--- src/rtl/rs_err_correct_pp.sv ---
// Reed-Solomon error-correction stage.
// Upstream decoding hands over one error table (locations and XOR patterns) per
// block into a two-bank ping-pong store. As symbols of a block stream through,
// each symbol is XOR-corrected against the oldest loaded table. The result
// appears on the outputs one cycle later, and a per-block corrected count is
// reported together with the last symbol.
module rs_err_correct_pp #(
  parameter int SYM_BW = 8,
  parameter int N_NUM  = 255,
  parameter int T_NUM  = 8,
  localparam int ENW   = $clog2(T_NUM + 1)
) (
  input  logic                    clk,
  input  logic                    rst_n,
  input  logic                    tbl_load,
  input  logic [ENW-1:0]          tbl_err_num,
  input  logic                    tbl_fail,
  input  logic [SYM_BW*T_NUM-1:0] err_loc,
  input  logic [SYM_BW*T_NUM-1:0] err_val,
  output logic                    tbl_ready,
  input  logic                    in_valid,
  input  logic [SYM_BW-1:0]       symb_cnt,
  input  logic [SYM_BW-1:0]       symb_in,
  output logic                    out_valid,
  output logic [SYM_BW-1:0]       out_cnt,
  output logic [SYM_BW-1:0]       out_data,
  output logic                    out_eob,
  output logic                    out_fail,
  output logic                    blk_done,
  output logic [ENW-1:0]          blk_corr,
  output logic                    tbl_ovf
);

  localparam logic [SYM_BW-1:0] N_SYM   = SYM_BW'(N_NUM);
  localparam logic [SYM_BW-1:0] ONE_SYM = SYM_BW'(1);

  // Table banks: control flags are reset, table contents are plain storage
  logic [1:0]        bank_vld;
  logic              old_bank;
  logic [ENW-1:0]    bank_num  [2];
  logic              bank_fail [2];
  logic [SYM_BW-1:0] bank_loc  [2][T_NUM];
  logic [SYM_BW-1:0] bank_val  [2][T_NUM];

  // Block tracking
  logic              blk_open;
  logic              act_use;
  logic              act_bank;
  logic [ENW-1:0]    corr_cnt;
  logic              ovf_r;

  // Output stage registers
  logic              vld_p1;
  logic [SYM_BW-1:0] cnt_p1;
  logic [SYM_BW-1:0] data_p1;
  logic              eob_p1;
  logic              fail_p1;
  logic              done_p1;
  logic [ENW-1:0]    corr_p1;

  // Combinational decode
  logic              accept;
  logic              is_first;
  logic              is_last;
  logic              blk_live;
  logic [1:0]        cand;
  logic              sel_any;
  logic              pick;
  logic              cur_use;
  logic              cur_bank;
  logic              hit;
  logic [SYM_BW-1:0] hit_val;
  logic              hit_eff;
  logic [ENW-1:0]    corr_next;
  logic              release_en;
  logic              load_en;
  logic              load_bank;
  logic              other_kept;

  assign tbl_ready = rst_n & ~(&bank_vld);
  assign load_en   = tbl_load & tbl_ready;
  assign load_bank = bank_vld[0];

  // Decode the arriving symbol and choose which bank (if any) corrects it
  always_comb begin
    accept    = in_valid && (symb_cnt != '0) && (symb_cnt <= N_SYM);
    is_first  = (symb_cnt == ONE_SYM);
    is_last   = (symb_cnt == N_SYM);
    blk_live  = is_first || blk_open;
    // The bank of a block being aborted cannot be re-selected for the new one
    cand[0]   = bank_vld[0] & ~(blk_open & act_use & (act_bank == 1'b0));
    cand[1]   = bank_vld[1] & ~(blk_open & act_use & (act_bank == 1'b1));
    sel_any   = |cand;
    pick      = (cand == 2'b11) ? old_bank : cand[1];
    cur_use   = is_first ? sel_any : (blk_open & act_use);
    cur_bank  = is_first ? pick : act_bank;
    release_en = accept && blk_open && act_use && (is_first || is_last);
    other_kept = bank_vld[~load_bank] && !(release_en && (act_bank == ~load_bank));
  end

  // Table lookup: scan high to low so the lowest matching entry wins
  always_comb begin
    hit     = 1'b0;
    hit_val = '0;
    for (int i = T_NUM - 1; i >= 0; i--) begin
      if ((ENW'(i) < bank_num[cur_bank]) && (bank_loc[cur_bank][i] == symb_cnt)) begin
        hit     = 1'b1;
        hit_val = bank_val[cur_bank][i];
      end
    end
    hit_eff   = cur_use && !bank_fail[cur_bank] && hit;
    corr_next = (is_first ? '0 : corr_cnt) + ENW'(hit_eff);
  end

  // Table storage: written into the free bank on an accepted load
  always_ff @(posedge clk) begin
    if (load_en) begin
      bank_num[load_bank]  <= tbl_err_num;
      bank_fail[load_bank] <= tbl_fail;
      for (int i = 0; i < T_NUM; i++) begin
        bank_loc[load_bank][i] <= err_loc[i*SYM_BW +: SYM_BW];
        bank_val[load_bank][i] <= err_val[i*SYM_BW +: SYM_BW];
      end
    end
  end

  // Bank bookkeeping, block tracking and the registered output stage (p1)
  always_ff @(posedge clk or negedge rst_n) begin
    if (!rst_n) begin
      bank_vld <= '0;
      old_bank <= 1'b0;
      ovf_r    <= 1'b0;
      blk_open <= 1'b0;
      act_use  <= 1'b0;
      act_bank <= 1'b0;
      corr_cnt <= '0;
      vld_p1   <= 1'b0;
      cnt_p1   <= '0;
      data_p1  <= '0;
      eob_p1   <= 1'b0;
      fail_p1  <= 1'b0;
      done_p1  <= 1'b0;
      corr_p1  <= '0;
    end else begin
      if (release_en) begin
        bank_vld[act_bank] <= 1'b0;
      end
      if (load_en) begin
        bank_vld[load_bank] <= 1'b1;
        old_bank            <= other_kept ? ~load_bank : load_bank;
      end
      if (tbl_load && !tbl_ready) begin
        ovf_r <= 1'b1;
      end
      vld_p1  <= accept;
      done_p1 <= accept && is_last && blk_live;
      if (accept) begin
        cnt_p1  <= symb_cnt;
        data_p1 <= symb_in ^ (hit_eff ? hit_val : '0);
        eob_p1  <= is_last;
        fail_p1 <= ~cur_use | bank_fail[cur_bank];
        if (is_last && blk_live) begin
          blk_open <= 1'b0;
          act_use  <= 1'b0;
          corr_cnt <= '0;
          corr_p1  <= corr_next;
        end else if (is_first) begin
          blk_open <= 1'b1;
          act_use  <= sel_any;
          act_bank <= pick;
          corr_cnt <= corr_next;
        end else if (blk_open) begin
          corr_cnt <= corr_next;
        end
      end
    end
  end

  assign out_valid = vld_p1;
  assign out_cnt   = cnt_p1;
  assign out_data  = data_p1;
  assign out_eob   = eob_p1;
  assign out_fail  = fail_p1;
  assign blk_done  = done_p1;
  assign blk_corr  = corr_p1;
  assign tbl_ovf   = ovf_r;

endmodule
--- config.mk ---
export PLATFORM = sky130hd
export DESIGN_NAME = rs_err_correct_pp
export DESIGN_NICKNAME = d
export VERILOG_FILES = /design/src/rtl/rs_err_correct_pp.sv
export SDC_FILE = /design/constraint.sdc
export NUM_CORES = 1
export LEC_CHECK = 0
export CAP_MARGIN = 20
export CORE_MARGIN = 8
export CORE_UTILIZATION = 48
export CTS_CLUSTER_SIZE = 30
export DETAILED_ROUTE_END_ITERATION = 12
export PLACE_DENSITY = 0.68
export SKIP_CTS_REPAIR_TIMING = 1
export SYNTH_ARGS = -nofsm -noshare
export SYNTH_HDL_FRONTEND = slang
export SYNTH_SLANG_ARGS = --single-unit
--- constraint.sdc ---
create_clock -name clk -period 17.1 [get_ports clk]
set_clock_uncertainty 0.2 [all_clocks]
set_input_delay 2.565 -clock clk [delete_from_list [all_inputs] [get_ports clk]]
set_output_delay 2.565 -clock clk [all_outputs]
set_load 0.02 [all_outputs]
Word level (Yosys, flattened, before mapping):

Memory sizes are Yosys's and may differ from the RTL's.
Index checks and enable logic that the tools add are counted.
W data, S select, Z words.

* register bits after elaboration: 35
* memory bits (writable): 266
* input bits: 153
* output and inout bits: 26
* logic and storage cells: 140
* memories kept: 4

Memory list
* bank_loc: words 2, width 64, read ports 1, clocked after memory_dff 0, wr ports 1, RTL line 42 `logic [SYM_BW-1:0] bank_loc [2][T_NUM];`
* bank_val: words 2, width 64, read ports 1, clocked after memory_dff 0, wr ports 1, RTL line 43 `logic [SYM_BW-1:0] bank_val [2][T_NUM];`
* bank_num: words 2, width 4, read ports 1, clocked after memory_dff 0, wr ports 1, RTL line 40 `logic [ENW-1:0] bank_num [2];`
* bank_fail: words 2, width 1, read ports 1, clocked after memory_dff 0, wr ports 1, RTL line 41 `logic bank_fail [2];`

* $add $sub $neg: 1
* $lt $le $gt $ge: 14
* equality and inequality tests: 12
* multiplexer cells: 39
* bitwise operators: 19
* reduce and logical (&&, ||, !) cells: 37

Operator list (number)
* $mux W8: 9
* $eq A8 B8 Y1: 8
* $logic_and A1 B1 Y1: 23
* $mux W1: 22
* $lt A3 B4 Y1 const A: 4
* $mux W4: 4
* $reduce_and A2 Y1: 5
* $eq A8 B1 Y1 const B: 1
* $eq A8 B8 Y1 const B: 1
* $le A8 B8 Y1 const B: 1
* $lt A1 B4 Y1 const A: 2
* $lt A2 B4 Y1 const A: 2
* $reduce_bool A8 Y1: 1
* $xor A8 B8 Y8: 1
* $and A1 B1 Y1: 7
* $not A1 Y1: 7
* $lt A1 B2 Y1 const B: 3
* $add A4 B1 Y4: 1
* $mux W2: 2
* $logic_not A1 Y1: 3
* $reduce_bool A3 Y1: 1
* $and A2 B2 Y2: 1
* $demux W1 S1: 2
* $eq A2 B2 Y1 const B: 1
* other kinds (8): 10

Longest topological paths before layout:

Gate-level depths: netlist of the first run.
An unclocked memory read counts as a cell.

* depth in word-level cells: 23
* depth in mapped cells: 19
* mapped depth without buffers: 14

Worst setup path after synthesis of the first run:

OpenSTA, ideal clock, no wires.

* path type: input-to-reg
* from: input port tbl_load
* to: memory bank_fail[0], enable pin
* setup time: 629 ps
* arrival: 8187 ps
* required time: 16271 ps
* path slack: 8084 ps
* stages: 2
* buffers on the path: 0
* cell sequence: nand2_1 -> nor2_1

* cells in the longest elaborated chain, start to end: 3

RTL lines
* start: declaration: RTL line 15 `input logic tbl_load,`
* $and A1 B1 Y1: RTL line 81 `assign load_en = tbl_load & tbl_ready;`
* $mux W1: RTL line 117 `if (load_en) begin`
* $mux W1 (not written as such): RTL line 119 `bank_fail[load_bank] <= tbl_fail;`
* end: declaration: RTL line 41

No other way between the ends.

Final worst setup path of the first run:

* from: input port symb_cnt[1]
* to: register corr_p1[3], in the netlist blk_corr[3]

* cells in the longest elaborated chain, start to end: 15
* elaborated cells on any way between the ends: 51
* classes of those cells: add/sub (1); order compare (9); eq/ne (10); mux (11); reduce/logical (17); memory (3)

RTL lines
* start: declaration: RTL line 22 `input logic [SYM_BW-1:0] symb_cnt,`
* $eq A8 B1 Y1: RTL line 87 `is_first = (symb_cnt == ONE_SYM);`
* $mux W1
* $mem_v2 Z2 W4 or $mem_v2 Z2 W64 (tied branches)
* $lt A3 B4 Y1 or $eq A8 B8 Y1 (tied branches): RTL line 106 `if ((ENW'(i) < bank_num[cur_bank]) && (bank_loc[cur_bank][i] == symb_cnt)) begin`
* $logic_and A1 B1 Y1: RTL line 106
* $mux W1 (8 in series): RTL line 106
* $logic_and A1 B1 Y1: RTL line 111 `hit_eff = cur_use && !bank_fail[cur_bank] && hit;`
* $add A4 B1 Y4: RTL line 112 `corr_next = (is_first ? '0 : corr_cnt) + ENW'(hit_eff);`
* end signal: assignment: RTL line 166 `corr_p1 <= corr_next;`
* end: declaration: RTL line 59 `logic [ENW-1:0] corr_p1;`

Parallel ways exist; a longest one is shown, timed or not.
A chain may end at the register's enable or synchronous reset.

==> run summary, run 1 <==
initial antenna violation count = 0
die area = 35800 um^2
CP top delay family = simple AND/OR/NAND/NOR gates
setup slack after layout = 9.25 ns
# diodes = 0
Final Hold Viols = 0
Syn Inst Count = 1160
Core ar. = 29600 um^2
Tcrit/Tclk final = 45.9%
largest net degree at the start of global routing = 72
#FFs+latches synth = 301
maximum clock path buffer count = 3
fin cells = 1734
DP HPWL = 28.8 mm
P&R area growth vs syn = 22.1%
Slew @ Worst Pin = 1.02 ns
final slew viol count = 0
total net switching power = 0.475 mW
Max stage delay on crit path = 0.82 ns
Initial Utilization = 48.7%
Clk pwr share = 39.3%
HP Start = tbl_ovf
largest area contributor in the netlist = edfxtp_1
Fmax achieved = 0.127 GHz
Bufs and invs on worst path = 3
Via Count = 10700
NumNets Final = 1475
syn nets = 1316
Place WS = 8.73 ns
Synth top area share = 55.5%
reg2reg path depth = 18
CTS tree = built
crit path kind = primary input to register
CP Launch Type = primary input
starting DRC count in detailed routing = 1146
WP data required = 17.36 ns
count leader, synth = edfxtp_1
Leak = 6.02 nW
first-pass GRT wire length = 63.8 mm
clock tree sinks = 301
# DRC = 0
status = finished clean
Reg2Reg Setup Slack = 11.66 ns
synthesized area per cell = 12.4 um^2
Max VDD drop = 0.0810 mV
CP cell instances = clkdlybuf4s50_1 -> buf_4 -> nor4_4 -> nand2_2 -> o21ai_4 -> buf_4 -> nor3_1 -> a2111oi_4 -> and2_1 -> nor2_1 -> nand4b_1 -> and2_1 -> ha_1 -> nand3_1 -> xor2_1 -> nor2_1 -> mux2_2
synth unique cells = 88
routed length per placed instance = 24.2 um
placed insts = 1676
die height = 189 um
setup violators final = 0
ys async rst share = 11.6%
Fin Setup TNS = 0 ns
Vias/cell = 6.16
Syn Std Cell Area = 14400 um^2
hold-critical path depth = 1
I/O pins = 179
clk root buf = clkbuf_16
vias in the first global route = 10700
Slew headroom = 32.1%
Cell Area, Placed = 16500 um^2
GRT Util Overall = 22.8%
FF-to-FF Start = act_bank
routability cong. = 0.955
final wirelength = 41.9 mm
Post-Layout Inst Area = 17600 um^2
FF-to-FF End = blk_corr[3]
CP endpoint kind = register
Area contributors post-synth = edfxtp_1, dfrtp_1, mux2i_1
layout cells sized above 1 = 9.08%
unrepaired setup endpoints after global routing = false
top_reg_cell synth = edfxtp_1
EDFF count, synth = 266
GRT overflow = 0
commonest cells in the netlist = edfxtp_1, nand2_1, mux2i_1
PortBufs = 178
net switching fraction of the power = 25.4%
length of the first detailed-routing pass in iterations = 6
WP data arrival = 8.11 ns
cell row count = 63
Flop pwr share = 46.5%
Critical Path Fanout Max = 66
Reg clk slew, reported paths = 0.06 ns
worst skew pair latency = 0.58 ns
Yosys warnings = 0
Pwr Density = 106 nW/um^2
utilization after layout = 59.5%
Combinational Power Share = 14.2%
worst hold path type = register to register
Final ANT Viol Nets = 0
Worst Hold Path EP = tbl_ovf
Period minus WS final = 7.85 ns
CTS Buf Count = 31
post-synthesis sequential area ratio = 61.5%
P_int = 1.39 mW
max_cap viols = 0
Die W = 189 um
CP max-delay cell = nor4_4
H-tree depth = 1
## cell families (layout without fill, tap and decap cells)
logic type	Yosys count	after routing	synth area share, %
adders and majority gates	3	3	0.261
AOI/OAI and AO/OA	274	274	14.6
DFF	301	301	61.5
xor gates and xnor gates	20	20	1.22
muxes	76	76	5.44
buffers and inverters	98	282	3.28
and+or+nand+nor	388	388	13.6
## worst max-delay path by stage
stage                           start            to  cells after the start
after CTS                 symb_cnt[1]   blk_corr[3]                     17
after global placement    symb_cnt[1]   blk_corr[3]                     17
final                     symb_cnt[1]   blk_corr[3]                     17
after floorplan              tbl_load  bank_fail[0]                      2
after detailed placement  symb_cnt[1]   blk_corr[3]                     17
after global routing      symb_cnt[1]   corr_cnt[2]                     17
## per-stage QoR
stage | hold WS (ns) | power [mW]
final | 0.276 | 1.87
after global routing | 0.303 | 1.92
after CTS | 0.279 | 1.87
after detailed placement | 0.262 | 1.14
after global placement | 0.262 | 1.14
after floorplan | 0.242 | 1.03
## sequential cells by signal, indices dropped and copies added (netlist names)
name,flops
out_data,8
out_cnt,8
corr_cnt,4
tbl_ovf,1
act_bank,1
blk_done,1
bank_fail,2
act_use,1
old_bank,1
bank_vld,2
out_fail,1
bank_val,128
out_valid,1
bank_loc,128
blk_open,1
out_eob,1
blk_corr,4
bank_num,8
## metal layers
layer | wire, um | GRT usage [%] | share of wire [%] | up-vias
met2 | 18900 | 35.3 | 45 | 597
met1 | 17600 | 31.7 | 42 | 5158
met5 | 0 | 0 | 0 | -
li1 | - | - | - | 4824
met3 | 3990 | 4.89 | 9.5 | 110
met4 | 1410 | 6.98 | 3.4 | 0
## power by group through the flow
stage / sequential [mW] / clock (mW) / combinational [mW]
final: 0.868 / 0.733 / 0.266
after global routing: 0.871 / 0.773 / 0.281
after CTS: 0.867 / 0.741 / 0.262
after detailed placement: 0.882 / 0 / 0.262
after global placement: 0.881 / 0 / 0.259
after floorplan: 0.884 / 0 / 0.148
## cell type report
| class | count | area (um^2) |
|---|---|---|
| clock buffers | 35 | 811 |
| flip-flops and latches | 301 | 8860 |
| repair buffers | 198 | 1930 |
| inverters | 26 | 97.6 |
| well taps | 390 | 488 |
| multi-input cells | 761 | 5100 |
| fillers | 2430 | 12000 |
| clock inverters | 23 | 305 |
## cells in the final DEF, fill, tap and decap left out, drive strengths merged, types with 21 or more instances in the layout
cell	count
clkdlybuf4s50	177
a21oi	29
o211ai	21
edfxtp	266
buf	21
a31oi	27
clkbuf	35
o21ai	39
nand2	163
inv	26
mux2i	61
nand3	38
dfrtp	35
nor2	50
## worst reg2reg max path, cell delays in order (launching register included)
cell,delay [ns]
dfrtp_2,0.34
buf_4,0.41
buf_4,0.57
inv_1,0.12
buf_4,0.25
a21oi_2,0.41
a21oi_4,0.05
buf_4,0.35
mux2_4,0.42
a2111oi_4,0.40
and2_1,0.42
nor2_1,0.14
nand4b_1,0.28
and2_1,0.20
ha_1,0.17
nand3_1,0.09
xor2_1,0.17
nor2_1,0.06
mux2_2,0.28
No activity file was read; power rests on OpenSTA's default activity.
==> run 2: changes to the inputs <==
- clock period: 17.1 -> 7.85 ns (I/O delays scaled with it)
==> run summary, run 2 (same netlist as run 1, synthesis figures left out) <==
status = finished clean
# fillers = 2397 (-1.4%)
GRT overflow = 0 (unchanged)
Leak = 6.00 nW (-0.31%)
CP endpoint kind = register
Fin Setup TNS = 0 ns (unchanged)
WP data required = 8.08 ns (-9.28 ns)
length of the first detailed-routing pass in iterations = 5 (-1)
FF-to-FF Start = act_bank
die height = 189 um (unchanged)
Critical Path Fanout Max = 29 (-56%)
Fmax achieved = 0.162 GHz
Die W = 189 um (unchanged)
layout cells sized above 1 = 9.14% (+0.061 points)
Post-Layout Inst Area = 17600 um^2 (-0.21%)
placed insts = 1678 (+0.12%)
I/O pins = 179 (unchanged)
GRT Util Overall = 22.9% (+0.17 points)
Final Total Pwr = 3.98 mW (+110%)
P&R area growth vs syn = 21.9%
PortBufs = 178 (unchanged)
routed length per placed instance = 24.4 um (+1.1%)
Pwr Density = 227 nW/um^2 (+110%)
setup violators final = 0 (unchanged)
cell row count = 63 (unchanged)
hold-critical path depth = 2 (+1)
Tcrit/Tclk final = 78.4%
fin cells = 1738 (+0.23%)
HP Start = corr_cnt[0]
Via Count = 10600 (-0.47%)
Cell Area, Placed = 16500 um^2 (+0.17%)
commonest non-fill, non-tap cell in the layout = edfxtp_1
Reg clk slew, reported paths = 0.06 ns (about the same)
Core ar. = 29600 um^2 (unchanged)
H-tree depth = 1 (unchanged)
clock tree sinks = 301 (unchanged)
routability cong. = 0.965 (+1.1%)
largest net degree at the start of global routing = 134 (+86%)
crit path kind = primary input to register
CP Launch Type = primary input
WP data arrival = 6.39 ns (-1.72 ns)
unrepaired setup endpoints after global routing = false
# DRC = 0 (unchanged)
final slew viol count = 0 (unchanged)
starting DRC count in detailed routing = 1301 (+14%)
Reg2Reg Setup Slack = 2.62 ns (-9.04 ns)
most frequent cells in the layout = edfxtp_1, clkdlybuf4s50_1, nand2_1
max_cap viols = 0 (unchanged)
worst hold path type = register to register
vias in the first global route = 10300 (-3.3%)
die area = 35800 um^2 (unchanged)
Slew @ Worst Pin = 0.933 ns (-0.0858 ns)
Slew headroom = 37.7% (+5.7 points)
CTS Buf Count = 31 (unchanged)
first-pass GRT wire length = 63.9 mm (about the same)
Final ANT Viol Nets = 0 (unchanged)
Vias/cell = 6.12 (-0.70%)
Period minus WS final = 6.16 ns
maximum clock path buffer count = 3 (unchanged)
Initial Utilization = 48.7% (unchanged)
Max VDD drop = 0.189 mV (+130%)
Worst Hold Path EP = corr_cnt[0]
Final Hold Viols = 0 (unchanged)
worst skew pair latency = 0.58 ns (about the same)
final wirelength = 42.5 mm (+1.4%)
Regs by FF count = bank_loc (128), bank_val (128)
clk root buf = clkbuf_16
NumNets Final = 1477 (+0.14%)
reg2reg path depth = 15 (-3)
FF-to-FF End = corr_cnt[2]
DP HPWL = 29.2 mm (+1.4%)
CTS tree = built
initial antenna violation count = 1 (+1)
## run 2: worst max-delay path, stage by stage
cell and delay, ns:
clkdlybuf4s50_1 0.75, nor4_4 0.94, nand2_2 0.63, o211ai_1 0.35, a31o_1 0.24, nor4_4 0.06, buf_4 0.21, nor3_1 0.46
nand4b_1 0.40, and2_1 0.30, ha_1 0.21, ha_1 0.23, xnor2_1 0.15, a21oi_1 0.16, o21ai_0 0.09
## run 2: power by group
part / leakage (nW) / internal [mW] / switching (mW)
sequential: 2.85 / 1.84 / 0.0514
combinational: 2.63 / 0.217 / 0.358
clock: 0.518 / 0.885 / 0.624
total: 6.00 / 2.95 / 1.03
## run 2: per-stage QoR
step                hold WS (ns)  setup slack [ns]  util [%]
finish                     0.277              1.69      59.4
global route               0.307              1.37      59.4
CTS                        0.280              1.89      59.4
detailed placement         0.266              1.30      55.8
global placement           0.258              1.52      55.8
floorplan                  0.242             0.221         -
## run 2: worst max path at each step
stage / slack (ns) / depth (start not counted) / from / endpoint
2_1_floorplan: 0.22 / 2 / tbl_load / bank_fail[0]
3_3_place_gp: 1.52 / 15 / symb_cnt[3] / blk_corr[3]
3_5_place_dp: 1.30 / 16 / symb_cnt[3] / corr_cnt[2]
4_1_cts: 1.89 / 16 / symb_cnt[3] / corr_cnt[2]
5_1_grt: 1.37 / 15 / symb_cnt[3] / corr_cnt[2]
6_report: 1.69 / 15 / symb_cnt[3] / corr_cnt[2]
## run 2: area by class of cell
class                   instances  area, um^2  area share, %
flip-flops and latches        301        8860           50.5
multi-input cells             761        5100           29.0
repair buffers                200        1950           11.1
clock buffers                  31         776           4.42
well taps                     390         488           2.78
clock inverters                27         270           1.54
inverters                      26        97.6          0.556
diodes                          2        5.00         0.0285
## run 2: routing by layer
metal | routed length, um | GRT usage [%] | vias to the layer above | part of all wire, %
met4 | 975 | 5.86 | 0 | 2.3
met3 | 3850 | 4.95 | 70 | 9.1
met1 | 18700 | 33.2 | 5215 | 44
li1 | - | - | 4827 | -
met2 | 19000 | 34.6 | 527 | 45
met5 | 0 | 0 | - | 0
==> run 3: changes to the inputs <==
- clock period: 7.85 -> 5.7 ns (I/O delays scaled with it)
==> run summary, run 3 (same netlist as run 1, synthesis figures left out) <==
Max VDD drop = 0.214 mV (+13%)
# fillers = 2344 (-2.2%)
Max stage delay on crit path = 0.72 ns (-0.22 ns)
Initial Utilization = 48.7% (unchanged)
Flop pwr share = 45.7% (-1.9 points)
cell row count = 63 (unchanged)
FF-to-FF End = blk_corr[3]
die area = 35800 um^2 (unchanged)
final slew viol count = 0 (unchanged)
routability cong. = 0.935 (-3.1%)
GRT overflow = 0 (unchanged)
P_int = 4.23 mW (+43%)
maximum clock path buffer count = 3 (unchanged)
Vias/cell = 6.05 (-1.1%)
Slew headroom = 25.7% (-12 points)
most frequent cells in the layout = edfxtp_1, clkdlybuf4s50_1, nand2_1
Final ANT Viol Nets = 0 (unchanged)
Critical Path Fanout Max = 19 (-34%)
Fmax achieved = 0.201 GHz
clk root buf = clkbuf_16
GRT Util Overall = 23.3% (+0.39 points)
P&R area growth vs syn = 24.4%
WP data arrival = 5.19 ns (-1.20 ns)
starting DRC count in detailed routing = 1128 (-13%)
Via Count = 10700 (+0.85%)
layout cells sized above 1 = 11.3% (+2.2 points)
Final Hold Viols = 0 (unchanged)
max_cap viols = 0 (unchanged)
status = finished clean
reg2reg path depth = 15 (unchanged)
clock tree sinks = 301 (unchanged)
I/O pins = 179 (unchanged)
routed length per placed instance = 24.1 um (-1.4%)
NumNets Final = 1512 (+2.4%)
hold slack = 0.201 ns (-0.0762 ns)
vias in the first global route = 10600 (+3.2%)
Fin Setup TNS = 0 ns (unchanged)
multi-input logic area = 5100 um^2 (unchanged)
CP Launch Type = primary input
worst hold path type = primary input to async pin
fin cells = 1772 (+2.0%)
Regs by FF count = bank_loc (128), bank_val (128)
H-tree depth = 2 (+1)
length of the first detailed-routing pass in iterations = 6 (+1)
Combinational Power Share = 14.4% (about the same)
CP max-delay cell = nor3_1
Clk pwr share = 39.9% (+2.0 points)
Reg2Reg Setup Slack = 0.95 ns (-1.67 ns)
CP cell instances = clkdlybuf4s50_1 -> buf_4 -> or4b_4 -> nor2_8 -> a21oi_4 -> o221ai_1 -> nor4_4 -> nor3_1 -> nand4b_1 -> and2_1 -> ha_1 -> nand3_1 -> xor2_1 -> nor2_1 -> mux2_2
Die W = 189 um (unchanged)
final wirelength = 42.7 mm (+0.58%)
Core ar. = 29600 um^2 (unchanged)
CTS Buf Count = 34 (+9.7%)
CTS tree = built
first-pass GRT wire length = 64.1 mm (+0.31%)
PortBufs = 178 (unchanged)
placed insts = 1709 (+1.8%)
DP HPWL = 30.5 mm (+4.5%)
unrepaired setup endpoints after global routing = false
net switching fraction of the power = 25.8% (-0.19 points)
commonest non-fill, non-tap cell in the layout = edfxtp_1
Leak = 6.21 nW (+3.5%)
Period minus WS final = 4.98 ns
largest net degree at the start of global routing = 61 (-54%)
# DRC = 0 (unchanged)
CP endpoint kind = register
Pwr Density = 318 nW/um^2 (+40%)
initial antenna violation count = 1 (unchanged)
Tcrit/Tclk final = 87.4%
Reg area = 8860 um^2 (unchanged)
Reg clk slew, reported paths = 0.06 ns (about the same)
die height = 189 um (unchanged)
worst skew pair latency = 0.53 ns (-0.05 ns)
FF-to-FF Start = act_bank
WP data required = 5.90 ns (-2.18 ns)
Slew @ Worst Pin = 1.12 ns (+0.182 ns)
CP endpoint = blk_corr[3]
total net switching power = 1.47 mW (+42%)
crit path kind = primary input to register
Crit. Startpoint = symb_cnt[7]
Final Total Pwr = 5.69 mW (+43%)
setup violators final = 0 (unchanged)
[run 3: cell types whose count changed in the layout (fill, tap and decap cells not counted), moves of 2 or more]
cell       previous run  this run
clkinv_1              9         4
clkbuf_16            31        34
buf_4                21        52
clkbuf_8              0         2
clkinv_2             11         4
clkbuf_1              0         7
[run 3: through the flow]
stage	area (um^2)	util [%]	setup WS (ns)
after floorplan	14400	-	0.163
after global placement	16700	56.6	0.361
after detailed placement	16700	56.6	0.246
after CTS	17900	60.6	0.790
after global routing	17900	60.6	0.579
final	17900	60.6	0.716
[run 3: power groups by stage]
stage               Sequential [mW]  Combinational, mW  Clock [mW]
floorplan                      2.65              0.443           0
global placement               2.64              0.807           0
detailed placement             2.64              0.809           0
CTS                            2.60              0.813        2.30
global route                   2.61              0.873        2.39
finish                         2.60              0.821        2.27
[run 3: layer usage]
layer | vias up | part of all wire, % | global-route usage, %
li1 | 4893 | - | -
met1 | 5213 | 43 | 33.1
met4 | 0 | 2.7 | 8.03
met2 | 544 | 46 | 35.7
met5 | - | 0 | 0
met3 | 79 | 8.3 | 4.07
[run 3: worst min-delay path by stage]
stage          slack, ns           to  depth (start not counted)   startpoint
2_1_floorplan       0.24  corr_cnt[0]                          2  corr_cnt[0]
3_3_place_gp        0.26      tbl_ovf                          1      tbl_ovf
3_5_place_dp        0.27      out_eob                          2      out_eob
4_1_cts             0.20     blk_done                          2        rst_n
5_1_grt             0.24  out_data[3]                          2        rst_n
6_report            0.20  out_data[3]                          2        rst_n
[run 3: layout make-up]
class	instances	area share [%]
sequential	301	49.5
multi-input combinational	761	28.4
timing repair buffer	232	12.3
clock buffer	43	5.05
tap	390	2.72
clock inverter	18	1.45
inverter	26	0.545
antenna	1	0.0140
[run 3: worst max-delay path, delay by kind of cell]
family / cells / cell delay, ns
AND/OR/NAND/NOR: 8 / 2.40
buffers and inverters: 2 / 0.70
AO/OA/AOI/OAI: 2 / 0.55
multiplexers: 1 / 0.26
adder cells (fa/ha/maj): 1 / 0.21
XOR/XNOR: 1 / 0.18
==> RTL edit 1 (settings of run 3) <==
Make the reset (`rst_n`) synchronous in one clocked block.
--- a/src/rtl/rs_err_correct_pp.sv
+++ b/src/rtl/rs_err_correct_pp.sv
@@ -126,5 +126,5 @@
 
   // Bank bookkeeping, block tracking and the registered output stage (p1)
-  always_ff @(posedge clk or negedge rst_n) begin
+  always_ff @(posedge clk) begin
     if (!rst_n) begin
       bank_vld <= '0;
Formal check against the unedited RTL: differs if rst_n is asserted again (counterexample within 4 cycles, from zero or initial values and one cycle with rst_n low); with rst_n held inactive, the same outputs for 4 cycles.
==> RTL edit 1 against run 3 <==
  * Non-clock buffer count increased by 10
  * Register-to-register slack lost 0.02 ns
  * Design area fell by 1.8%
  * Global-route usage decreased by 0.89 points
  * Total power down 14%
  * Setup slack got worse by 0.36 ns
  * Synthesized area decreased by 1.5%
  * Die area down 1.4%
  * Sequential share of layout area fell by 0.11 points
  * Combinational power decreased by 37%
  * Routed wire length down 4.0%
  * Sequential cell count is the same
  * Critical path type unchanged
  * Highest routed layer is now met5
==> RTL edit 1: results <==
[outcome]
outcome = "complete, no violations"

[power]
power_leakage_nw = 5.91
ir_worst_vdd_uv = 261

[place]
gp_congestion = 0.918
placed_area_sq_mm = 0.0167
hpwlAfterDp_microns = 28600

[routing]
dr.pass1.iters = 5
wl_per_cell_microns = 22.8
vias = 10900
drtIter0Drc = 1288
routed_via_density = 6.05

[synthesis]
synth_nets = 1338
ys_types = 81
yosys-top-cells-area = "edfxtp_1 (56%), dfxtp_1 (4.9%), mux2i_1 (4.7%)"
synth_cells = 1182
async_reset_ff_share_pct = 0
seq_area_frac_synth_pct = 61.2

[global_route]
grt_pass1_wl_microns = 62800
grt.total_usage_pct = 22.4

[clock_network]
htree_levels = 1
clock_latency_ns = 0.56

[cells_and_area]
layout-drive-gt1-share_pct = 10.0
final_net_count = 1536

[worst_setup_path]
critPathArrivalTime_ns = 5.61
crit_fanout = 11

[worst_hold_path]
hp-class = "reg2reg"

[timing]
relSlewSlack_pct = 36.9
==> RTL edit 1: changes by cell type after synthesis, sizes merged, moves of 11 or more <==
cell	run 3	this run
clkbuf	28	40
o211ai	21	7
nor3	13	27
nand2	163	119
nor2	50	93
and3	15	1
o221a	11	0
a21o	1	18
dfrtp	35	0
a31oi	27	9
dfxtp	0	35
a21oi	29	61
==> RTL edit 1: cell type report <==
| cell class | instances | area, sq um | share of cell area (%) |
|---|---|---|---|
| Sequential cell | 301 | 8690 | 49.3 |
| Inverter | 27 | 101 | 0.576 |
| Multi-Input combinational cell | 777 | 5080 | 28.9 |
| Tap cell | 390 | 488 | 2.77 |
| Clock inverter | 13 | 65.1 | 0.370 |
| Timing Repair Buffer | 242 | 2310 | 13.1 |
| Clock buffer | 45 | 870 | 4.94 |
==> RTL edit 1: path summary, 6_finish.rpt <==
path | start | slack [ns] | cells past startpoint | endpoint
worst max-delay path | symb_cnt[0] | 0.36 | 15 | out_data[7]$_SDFFE_PN0P_
worst min-delay path | out_eob$_SDFFE_PN0P_ | 0.25 | 2 | out_eob$_SDFFE_PN0P_
worst max register to register | blk_open$_SDFFE_PN0P_ | 0.93 | 12 | out_data[7]$_SDFFE_PN0P_
worst min register to register | out_eob$_SDFFE_PN0P_ | 0.25 | 2 | out_eob$_SDFFE_PN0P_
==> RTL edit 1: layer usage <==
layer / global-route usage (%) / up-vias / routed length (microns)
li1: - / 4994 / -
met2: 35.3 / 536 / 19100
met5: 0 / - / 13
met1: 31.2 / 5262 / 17500
met4: 7.09 / 2 / 1160
met3: 3.96 / 73 / 3230
==> RTL edit 1: power by group <==
| group | switching, mW | leakage [nW] | total [mW] | internal, mW |
|---|---|---|---|---|
| clock network | 0.806 | 0.468 | 1.86 | 1.05 |
| logic | 0.285 | 2.71 | 0.518 | 0.232 |
| registers | 0.0388 | 2.73 | 2.52 | 2.48 |
| total | 1.13 | 5.91 | 4.90 | 3.77 |
==> RTL edit 1: kinds of logic after synthesis <==
| group | after synthesis | synth area share, % |
|---|---|---|
| AOI/OAI and AO/OA | 307 | 16.0 |
| xor gates and xnor gates | 17 | 1.05 |
| adders and majority gates | 3 | 0.265 |
| buffers and inverters | 104 | 3.19 |
| DFF | 301 | 61.2 |
| muxes | 73 | 5.23 |
| and+or+nand+nor | 377 | 13.0 |
==> RTL edit 1: critical path, cell delays in order <==
cell and delay [ns]:
clkdlybuf4s50_1 0.54, buf_4 0.23, nor4b_2 0.38, nand2_2 0.16
buf_4 0.21, buf_4 0.17, a211oi_1 0.46, o22ai_1 0.13
or4_1 0.54, buf_4 0.18, a21oi_1 0.59, a221oi_1 0.24
o22ai_1 0.46, a2111oi_0 0.22, a211oi_1 0.24
==> RTL edit 2 (settings of run 3) <==
Made on the original files. The parameter `N_NUM` goes from 255 to 191.
--- a/src/rtl/rs_err_correct_pp.sv
+++ b/src/rtl/rs_err_correct_pp.sv
@@ -7,5 +7,5 @@
 module rs_err_correct_pp #(
   parameter int SYM_BW = 8,
-  parameter int N_NUM  = 255,
+  parameter int N_NUM  = 191,
   parameter int T_NUM  = 8,
   localparam int ENW   = $clog2(T_NUM + 1)
Check against the original RTL: not equivalent (Yosys sat finds a counterexample within 4 cycles, from zero or initial values and one cycle with rst_n low).
==> RTL edit 2 against run 3 <==
  * Sequential cell count unchanged
  * Total power decreased by 5.0%
  * Largest cell class unchanged
  * Count of clock-buffer cells in the layout is 1 higher
  * Routed wire length shrank 3.7%
  * Design area shrank 1.2%
  * Die area increased by 0.15%
  * Setup slack better by 0.16 ns
  * Maximum frequency is 3.4% higher
  * Synthesized area is 0.17% higher
  * Register-to-register slack improved by 0.26 ns
==> RTL edit 2: results <==
[outcome]
outcome = "complete, no violations"

[synthesis]
ys_types = 92
synthXorXnorAreaFrac_pct = 1.15
synthMuxAreaShare_pct = 6.64
seq_area_frac_synth_pct = 61.4
synth_nets = 1317
synth_compound_area_share_pct = 13.3
synth-adder-area-share_pct = 0.260
synthTopCellsByCount = "edfxtp_1 (266), nand2_1 (190), mux2i_1 (68), nor2_1 (40), a21oi_1 (39)"
yosys-top-cells-area = "edfxtp_1 (55%), dfrtp_1 (6.1%), nand2_1 (4.9%)"

[cells_and_area]
signal_buffers = 222
seq_cell_count = 301
antenna_cells = 0
n_fill_cell = 2396
layout-drive-gt1-share_pct = 11.3
clk_share_pct = 6.00
non_clock_inverter_count = 25
multi_input_cells = 765
clockBufferCount = 44
multi_input_area_sq_mm = 0.00507
buffer_area_share_pct = 12.0
fin_util_pct = 59.8
final_net_count = 1505

[timing]
fin_crit_sh_pct = 84.6
holdWs_ns = 0.193

[global_route]
grt_pass1_wl_microns = 62800
antenna_found_initial = 0
grt.total_usage_pct = 22.5
grt_start_max_net_pins = 94

[place]
post-place-ws_ns = 0.427
hpwlAfterDp_microns = 29000
gp_congestion = 0.899
placed_area_sq_mm = 0.0167
place_inst = 1703

[routing]
wl_per_cell_microns = 23.3
drt-total-wl_microns = 41100
routed_via_density = 6.00

[power]
p_int_mw = 4.04
ir_worst_vdd_uv = 259
power_leakage_nw = 6.08

[worst_setup_path]
slowest_delay_ns = 0.67
slowest_stage = "clkdlybuf4s50_1"
cp-endpoint = "out_data[0]$_DFFE_PN0P_"
r2r_setup_slack_ns = 1.21
rr_endpoint = "out_data[0]$_DFFE_PN0P_"
critPathArrivalTime_ns = 5.01
ff2ff_path_depth = 13
startpoint = "symb_cnt[6]"

[clock_network]
clock_latency_ns = 0.51
RTL edit 2: power groups by stage:
| stage | Combinational, mW | Sequential (mW) | Clock [mW] |
|---|---|---|---|
| 4_1_cts | 0.743 | 2.61 | 2.10 |
| 2_1_floorplan | 0.411 | 2.66 | 0 |
| 3_5_place_dp | 0.740 | 2.65 | 0 |
| 6_report | 0.746 | 2.61 | 2.05 |
| 3_3_place_gp | 0.738 | 2.65 | 0 |
| 5_1_grt | 0.798 | 2.62 | 2.18 |
RTL edit 2: worst min path at each step:
stage / cells past startpoint / to / from
6_report: 2 / out_cnt[0]$_DFFE_PN0P_ / rst_n
5_1_grt: 2 / out_cnt[0]$_DFFE_PN0P_ / rst_n
4_1_cts: 2 / old_bank$_DFFE_PN0P_ / rst_n
3_5_place_dp: 2 / out_fail$_DFFE_PN0P_ / out_fail$_DFFE_PN0P_
3_3_place_gp: 2 / corr_cnt[0]$_DFFE_PN0P_ / corr_cnt[0]$_DFFE_PN0P_
2_1_floorplan: 2 / corr_cnt[0]$_DFFE_PN0P_ / corr_cnt[0]$_DFFE_PN0P_
RTL edit 2: cells by family after synthesis:
kind of cell    Yosys count
mux                      92
xor+xnor                 19
buf+inv                  95
fa+ha+maj                 3
flops                   301
simple gates            397
compound gates          254
RTL edit 2: per-layer routing:
metal	vias up	track usage [%]	routed length, microns
met2	531	34.4	18700
met1	5131	32.3	17800
met3	85	4.30	3510
met4	0	6.55	1080
met5	-	0	0
li1	4832	-	-
RTL edit 2: worst max-delay path: cells and delay by family:
| kind | cells | cell delay [ns] |
|---|---|---|
| buffers and inverters | 3 | 1.20 |
| AND/OR/NAND/NOR | 4 | 1.18 |
| AO/OA/AOI/OAI | 5 | 1.15 |
| multiplexers | 2 | 0.60 |
